--- config.mk ---
export PLATFORM = sky130hd
export DESIGN_NAME = vector_ldst_unit
export DESIGN_NICKNAME = d
export VERILOG_FILES = /design/src/rtl/vlsu_pkg.sv /design/src/rtl/vlsu_lane_sel.sv /design/src/rtl/vector_ldst_unit.sv
export SDC_FILE = /design/constraint.sdc
export NUM_CORES = 1
export LEC_CHECK = 0
export BUFFER_PORTS_ARGS = -buffer_cell sky130_fd_sc_hd__buf_2
export CORE_MARGIN = 3
export CORE_UTILIZATION = 45
export DETAILED_ROUTE_END_ITERATION = 6
export PLACE_DENSITY = 0.69
export SLEW_MARGIN = 15
export SYNTH_ARGS = -nofsm -noshare
export SYNTH_HDL_FRONTEND = slang
export SYNTH_HIERARCHICAL = 1
export SYNTH_SLANG_ARGS = --single-unit
--- constraint.sdc ---
create_clock -name clk -period 3.92 [get_ports clk]
set_input_delay 0.196 -clock clk [delete_from_list [all_inputs] [get_ports clk]]
set_output_delay 0.196 -clock clk [all_outputs]
set_load 0.02 [all_outputs]
--- src/rtl/vlsu_pkg.sv ---
// -----------------------------------------------------------------------------
// vlsu_pkg
// Shared definitions for the vector/scalar load-store unit (vector_ldst_unit):
//   - state encodings (legacy localparams) and the vlsu_state_t enum built on them
//   - LANE_BYTES(): bytes per lane / memory word
// No ports (package).
// -----------------------------------------------------------------------------
package vlsu_pkg;

  localparam logic [1:0] ST_IDLE   = 2'd0;
  localparam logic [1:0] ST_ACCESS = 2'd1;
  localparam logic [1:0] ST_DONE   = 2'd2;

  typedef enum logic [1:0] {
    IDLE   = ST_IDLE,
    ACCESS = ST_ACCESS,
    DONE   = ST_DONE
  } vlsu_state_t;

  // Byte size of one lane; LANE_W is always a multiple of 8.
  function automatic int unsigned LANE_BYTES(input int unsigned lane_w);
    return lane_w / 32'd8;
  endfunction

endpackage

--- src/rtl/vlsu_lane_sel.sv ---
// -----------------------------------------------------------------------------
// vlsu_lane_sel
// Combinational priority encoder: finds the lowest enabled lane strictly above
// cur_lane.
// Ports:
//   mask       in   LANES   lane enables
//   cur_lane   in   LIDX_W  current lane index
//   next_lane  out  LIDX_W  lowest enabled lane above cur_lane (0 if none)
//   none_left  out  1       no enabled lane above cur_lane
// -----------------------------------------------------------------------------
module vlsu_lane_sel
  import vlsu_pkg::*;
#(
  parameter int LANES  = 4,
  parameter int LIDX_W = (LANES > 1) ? $clog2(LANES) : 1
) (
  input  logic [LANES-1:0]  mask,
  input  logic [LIDX_W-1:0] cur_lane,
  output logic [LIDX_W-1:0] next_lane,
  output logic              none_left
);

  // Scan from the top down so the last hit is the lowest lane above cur_lane.
  always_comb begin
    next_lane = '0;
    none_left = 1'b1;
    for (int i = LANES - 1; i >= 0; i--) begin
      if ((i > int'(cur_lane)) && mask[i]) begin
        next_lane = LIDX_W'(i);
        none_left = 1'b0;
      end else begin
        next_lane = next_lane;
        none_left = none_left;
      end
    end
  end

endmodule

--- src/rtl/vector_ldst_unit.sv ---
// -----------------------------------------------------------------------------
// vector_ldst_unit
// MEM-stage load/store unit. Accepts one scalar or LANES-wide vector op,
// serialises the enabled lanes (ascending) into single-word accesses over a
// valid/ready memory port, and stalls the pipeline until the op completes.
//
// Optional feature macro: VLSU_STRIDE_EN
//   defined   : vector lane i address = base + i*op_stride (mod 2^ADDR_W)
//   undefined : lane i address = base + i*LANE_BYTES; op_stride ignored
//
// Ports:
//   clk, reset (async, active-low)
//   op_valid/op_vector/op_store/op_base_addr/op_stride/op_mask/op_wdata : op in
//   stall        : hold pipeline
//   rdata        : assembled load result (registered, held until next load)
//   rdata_valid  : one-cycle completion pulse
//   mem_req/mem_we/mem_addr/mem_wdata : memory request (stable until mem_ready)
//   mem_ready/mem_rdata                : memory response (same-cycle read data)
// -----------------------------------------------------------------------------
module vector_ldst_unit
  import vlsu_pkg::*;
#(
  parameter int LANES  = 4,
  parameter int LANE_W = 32,
  parameter int ADDR_W = 32
) (
  input  logic                    clk,
  input  logic                    reset,
  input  logic                    op_valid,
  input  logic                    op_vector,
  input  logic                    op_store,
  input  logic [ADDR_W-1:0]       op_base_addr,
  input  logic [ADDR_W-1:0]       op_stride,
  input  logic [LANES-1:0]        op_mask,
  input  logic [LANES*LANE_W-1:0] op_wdata,
  output logic                    stall,
  output logic [LANES*LANE_W-1:0] rdata,
  output logic                    rdata_valid,
  output logic                    mem_req,
  output logic                    mem_we,
  output logic [ADDR_W-1:0]       mem_addr,
  output logic [LANE_W-1:0]       mem_wdata,
  input  logic                    mem_ready,
  input  logic [LANE_W-1:0]       mem_rdata
);

  localparam int LIDX_W = (LANES > 1) ? $clog2(LANES) : 1;
  localparam logic [ADDR_W-1:0] LANE_STEP = ADDR_W'(LANE_BYTES(LANE_W));

  vlsu_state_t             state_r;
  logic [LIDX_W-1:0]       lane_r;
  logic [LANES-1:0]        mask_r;
  logic [ADDR_W-1:0]       base_r;
  logic                    store_r;
  logic [LANES*LANE_W-1:0] wdata_r;
  logic [LANES*LANE_W-1:0] stage_r;
  logic [LANES*LANE_W-1:0] rdata_r;
  logic [ADDR_W-1:0]       mem_addr_r;
  logic [LANE_W-1:0]       mem_wdata_r;

  logic [LANES-1:0]        eff_mask_s;
  logic [LIDX_W-1:0]       above0_lane_s;
  logic                    above0_none_s;
  logic [LIDX_W-1:0]       first_lane_s;
  logic                    first_none_s;
  logic [LIDX_W-1:0]       next_lane_s;
  logic                    next_none_s;
  logic [ADDR_W-1:0]       first_step_s;
  logic [ADDR_W-1:0]       acc_step_s;
  logic [LANES*LANE_W-1:0] next_stage_s;
  logic                    stall_s;

`ifdef VLSU_STRIDE_EN
  logic [ADDR_W-1:0]       stride_r;

  // Scalar ops only ever touch lane 0, so the stride term vanishes for them.
  assign first_step_s = op_stride;
  assign acc_step_s   = stride_r;
`else
  logic                    unused_stride_s;

  assign first_step_s    = LANE_STEP;
  assign acc_step_s      = LANE_STEP;
  assign unused_stride_s = ^op_stride;
`endif

  function automatic logic [ADDR_W-1:0] lane_addr(
    input logic [ADDR_W-1:0] base,
    input logic [ADDR_W-1:0] step,
    input logic [LIDX_W-1:0] lane
  );
    return base + (ADDR_W'(lane) * step);
  endfunction

  // A scalar op is lane 0 only, regardless of op_mask.
  assign eff_mask_s = op_vector ? op_mask : LANES'(1'b1);

  // First enabled lane at acceptance: lane 0 itself, else the next above it.
  vlsu_lane_sel #(.LANES(LANES), .LIDX_W(LIDX_W)) u_first_sel (
    .mask      (eff_mask_s),
    .cur_lane  ({LIDX_W{1'b0}}),
    .next_lane (above0_lane_s),
    .none_left (above0_none_s)
  );

  assign first_lane_s = eff_mask_s[0] ? {LIDX_W{1'b0}} : above0_lane_s;
  assign first_none_s = ~eff_mask_s[0] & above0_none_s;

  // Next enabled lane after the one currently being accessed.
  vlsu_lane_sel #(.LANES(LANES), .LIDX_W(LIDX_W)) u_next_sel (
    .mask      (mask_r),
    .cur_lane  (lane_r),
    .next_lane (next_lane_s),
    .none_left (next_none_s)
  );

  // Staging image including the word returned this cycle, so the final lane
  // can be folded straight into rdata on the way into DONE.
  always_comb begin
    next_stage_s = stage_r;
    if ((state_r == ACCESS) && mem_ready && !store_r) begin
      next_stage_s[lane_r*LANE_W +: LANE_W] = mem_rdata;
    end else begin
      next_stage_s = stage_r;
    end
  end

  // Pipeline stall decode; gated by reset so it drops asynchronously.
  always_comb begin
    stall_s = 1'b0;
    case (state_r)
      IDLE:    stall_s = op_valid & reset;
      ACCESS:  stall_s = 1'b1;
      DONE:    stall_s = 1'b0;
      default: stall_s = 1'b0;
    endcase
  end

  // Control FSM, op latch, request registers and load result assembly.
  always_ff @(posedge clk or negedge reset) begin
    if (!reset) begin
      state_r     <= IDLE;
      lane_r      <= '0;
      mask_r      <= '0;
      base_r      <= '0;
      store_r     <= 1'b0;
      wdata_r     <= '0;
      stage_r     <= '0;
      rdata_r     <= '0;
      mem_addr_r  <= '0;
      mem_wdata_r <= '0;
`ifdef VLSU_STRIDE_EN
      stride_r    <= '0;
`endif
    end else begin
      case (state_r)
        IDLE: begin
          if (op_valid) begin
            mask_r  <= eff_mask_s;
            base_r  <= op_base_addr;
            store_r <= op_store;
            wdata_r <= op_wdata;
            stage_r <= '0;
`ifdef VLSU_STRIDE_EN
            stride_r <= op_stride;
`endif
            if (first_none_s) begin
              state_r <= DONE;
              if (!op_store) begin
                rdata_r <= '0;
              end else begin
                rdata_r <= rdata_r;
              end
            end else begin
              state_r     <= ACCESS;
              lane_r      <= first_lane_s;
              mem_addr_r  <= lane_addr(op_base_addr, first_step_s, first_lane_s);
              mem_wdata_r <= op_wdata[first_lane_s*LANE_W +: LANE_W];
            end
          end else begin
            state_r <= IDLE;
          end
        end
        ACCESS: begin
          if (mem_ready) begin
            stage_r <= next_stage_s;
            if (next_none_s) begin
              state_r <= DONE;
              if (!store_r) begin
                rdata_r <= next_stage_s;
              end else begin
                rdata_r <= rdata_r;
              end
            end else begin
              lane_r      <= next_lane_s;
              mem_addr_r  <= lane_addr(base_r, acc_step_s, next_lane_s);
              mem_wdata_r <= wdata_r[next_lane_s*LANE_W +: LANE_W];
            end
          end else begin
            state_r <= ACCESS;
          end
        end
        DONE: begin
          // op_valid seen here still belongs to the completing op.
          state_r <= IDLE;
        end
        default: begin
          state_r <= IDLE;
        end
      endcase
    end
  end

  assign stall       = stall_s;
  assign rdata       = rdata_r;
  assign rdata_valid = (state_r == DONE);
  assign mem_req     = (state_r == ACCESS);
  assign mem_we      = (state_r == ACCESS) & store_r;
  assign mem_addr    = mem_addr_r;
  assign mem_wdata   = mem_wdata_r;

endmodule

==> impl_metrics.csv <==
group,metric,value,unit
timing,setup_viol,0,
route,drt-pass1-iter-count,6,
global_routing,grt_first_pass_wirelength,115000,µm
route,routed_wire_length_per_instance,20.3,µm
timing,aggregate_negative_setup_slack,0,ns
global_routing,grt-ovfl-total,0,
clock_network,clk_transition_reported_paths,0.06,ns
place,routabilityCongestion,0.903,
layout,area.growth.synth_to_final,24.8,%
clock_network,worstSkewPairLatency,0.60,ns
clock_network,htree_levels,2,
timing,max_freq,306,MHz
critical_path,r2r-start,"lane_r[0]",
global_routing,antenna_found_initial,6,
timing,finalHoldWorstSlack,0.0805,ns
power_and_ir_drop,p_switching,7.60,mW
power_and_ir_drop,vdd_ir_drop_max,0.000519,V
power_and_ir_drop,power.static_leakage,14.3,nW
synthesis,syn-instance-count,2383,
critical_path,crit_path_cell_trace,"nor2b_1 > a21oi_1 > o21ai_4 > ha_1 > inv_1 > fa_1 > and4b_1 > and4_1 > a31oi_1 > o21ai_0 > o221ai_1",
critical_path,data_arrival_at_the_endpoint_of_the_critical_path,3.72,ns
run_status,outcome,"complete, no violations",
place,placed_cell_area,0.0265,mm²
timing,rsz0062_at_grt,"false",
flow_run,timing.max_cap.violations,0,
critical_path,crit-reg2reg-capture,"mem_addr[18]",
critical_path,data_required_time_at_the_worst_endpoint,4.37,ns
global_routing,global_route_usage_over_all_layers,25.3,%
critical_path,reg2reg_setup_slack,0.65,ns
clock_network,clk_path_buf_depth,3,
route,number_of_antenna_violating_nets_in_the_routed_design,0,
critical_path,worst-setup-path-type,"register to register",
route,post_detailed_route_via_to_cell_ratio,5.71,
synthesis,netlist_area,0.0241,mm²
timing,worst_pin_slew,1.07,ns
route,finalWirelength,73000,µm
place,port_buffers,397,
power_and_ir_drop,power-per-cell-area,655,mW/mm²
timing,period_minus_slack,3.27,ns
critical_path,critical_path.max_stage_delay,0.50,ns
synthesis,synth_area_per_cell,10.1,µm²
power_and_ir_drop,share_clk_of_total_power,27.0,%
timing,layout_worst_path_cycle_share,83.5,%
critical_path,start_kind,"register",
timing,number_of_hold_violations_in_the_final_report,0,
clock_network,tritoncts,"yes",
power_and_ir_drop,sequentialPowerShare,36.2,%
route,dr_total_vias,20578,
place,detailed_place_hpwl,46000,µm
layout,drive_gt1_share,29.0,%
critical_path,worstSetupEndpointType,"register",
layout,stdcell_area,0.0300,mm²
critical_path,worstRegToRegCells,11,
timing,finalClockSkew,0.0175,ns
worst_hold_path,min_path_type,"primary input to asynchronous set/reset pin",
critical_path,critPathLaunch,"lane_r[0]",
power_and_ir_drop,sw_frac_of_total,38.7,%
floorplan,floorplan.initialDensity,45.6,%
floorplan,die-area,0.0563,mm²
floorplan,die_w,237,µm
floorplan,placeableCoreArea,0.0528,mm²
clock_network,cts_sinks,488,
floorplan,fp.dieH,237,µm
critical_path,critPathSlowestCell,"sky130_fd_sc_hd__dfrtp_1",
clock_network,cts_inserted_buffers,54,
route,initialDrtViolationCount,1782,
layout,count_of_filler_cells_inserted_in_the_layout,4331,
critical_path,critical-path-top-delay-family,"simple AND/OR/NAND/NOR gates",
layout,final_net_count,3111,
critical_path,worstPathMaxFanout,9,
clock_network,cts.root.buffer_cell,"sky130_fd_sc_hd__clkbuf_16",
clock_network,postCtsSetupRepairBufs,0,
timing,timing.slew.headroom,28.6,%
timing,finalMaxSlewViolations,0,
power_and_ir_drop,p_comb_share,36.9,%
floorplan,placementRows,84,
critical_path,cp.buffers_inverters,1,
synthesis,synth_warnings,6,
global_routing,grt_pass1_vias,20608,
power_and_ir_drop,internal-power,12.1,mW
route,remaining_drcs,0,
floorplan,floorplan.io_pins,430,
global_routing,grt_max_degree,178,
==> worst reg2reg max path, delay by kind of cell (launching register included) <==
family | cells | cell delay, ns
buf+inv | 1 | 0.06
flops | 1 | 0.50
compound gates | 5 | 0.85
fa+ha+maj | 2 | 0.63
simple gates | 3 | 1.09
==> per-layer routing <==
layer | up-vias | global-route usage (%) | part of all wire [%] | routed length (µm)
met4 | 6 | 9.37 | 3.5 | 2540
met3 | 192 | 4.78 | 7.6 | 5540
met1 | 10214 | 33.6 | 41 | 29800
li1 | 9246 | - | - | -
met5 | - | 0 | 0.056 | 41
met2 | 920 | 41.7 | 48 | 35100
==> worst max-delay path by stage <==
stage / to / cells after the start
global route: mem_addr[18] / 11
detailed placement: mem_addr[18] / 11
floorplan: mem_addr[24] / 14
finish: mem_addr[18] / 11
global placement: mem_addr[18] / 11
CTS: mem_addr[18] / 11
==> power groups by stage <==
stage / registers [mW] / clock network (mW) / logic (mW)
2_1_floorplan: 7.32 / 0 / 4.67
3_3_place_gp: 7.09 / 0 / 6.98
3_5_place_dp: 7.17 / 0 / 7.09
4_1_cts: 7.09 / 5.40 / 7.24
5_1_grt: 7.26 / 5.61 / 7.92
6_report: 7.11 / 5.30 / 7.25
==> flip-flops by register name, indices dropped and copies added (netlist names) <==
| register | cells |
|---|---|
| rdata | 128 |
| mem_wdata | 32 |
| mask_r | 3 |
| state_r | 2 |
| lane_r | 2 |
| store_r | 1 |
| base_r | 32 |
| stage_r | 128 |
| mem_addr | 32 |
| wdata_r | 128 |
==> what timing repair did <==
item | in CTS | in global routing
gates resized for setup | 0 | 0
hold endpoints to repair | 316 | 0
hold buffers | 165 | 0
==> area by class of cell <==
type	instances	area (µm²)	share of cell area [%]
Sequential cell	488	12200	40.7
Multi-Input combinational cell	1700	10900	36.4
Timing Repair Buffer	601	4050	13.5
Clock buffer	78	1590	5.31
Tap cell	688	861	2.87
Clock inverter	22	285	0.951
Inverter	22	82.6	0.275
Antenna cell	3	7.51	0.0250
==> layout by cell type, fill, tap and decap left out, types with 8 or more instances in the layout <==
cell type and n:
sky130_fd_sc_hd__nand2_1 648, sky130_fd_sc_hd__dfrtp_1 488, sky130_fd_sc_hd__buf_2 396, sky130_fd_sc_hd__mux2_2 256, sky130_fd_sc_hd__a21oi_1 196, sky130_fd_sc_hd__dlygate4sd3_1 165, sky130_fd_sc_hd__nand3_1 143, sky130_fd_sc_hd__nor2_1 62
sky130_fd_sc_hd__clkbuf_16 55, sky130_fd_sc_hd__mux2i_1 39, sky130_fd_sc_hd__a211oi_1 39, sky130_fd_sc_hd__mux4_2 32, sky130_fd_sc_hd__o32ai_1 30, sky130_fd_sc_hd__buf_4 30, sky130_fd_sc_hd__o21ai_0 28, sky130_fd_sc_hd__xnor2_1 26
sky130_fd_sc_hd__inv_1 21, sky130_fd_sc_hd__nand4_1 19, sky130_fd_sc_hd__nor4_1 14, sky130_fd_sc_hd__xor2_1 13, sky130_fd_sc_hd__clkbuf_8 13, sky130_fd_sc_hd__and2_1 12, sky130_fd_sc_hd__and3_1 12, sky130_fd_sc_hd__a31oi_1 11
sky130_fd_sc_hd__nor3_1 10, sky130_fd_sc_hd__and4_1 10, sky130_fd_sc_hd__clkbuf_1 10, sky130_fd_sc_hd__ha_1 9, sky130_fd_sc_hd__buf_12 9, sky130_fd_sc_hd__o211ai_1 8
==> per-stage QoR <==
step	total power [mW]	setup WS [ns]	cells	utilization, %
floorplan	12.0	0.537	2389	-
global placement	14.1	0.808	3334	50.2
detailed placement	14.3	0.690	3334	50.2
CTS	19.7	0.682	3599	56.9
global route	20.8	0.433	3602	56.9
finish	19.7	0.647	3602	56.9
(Power assumes the default switching activity.)
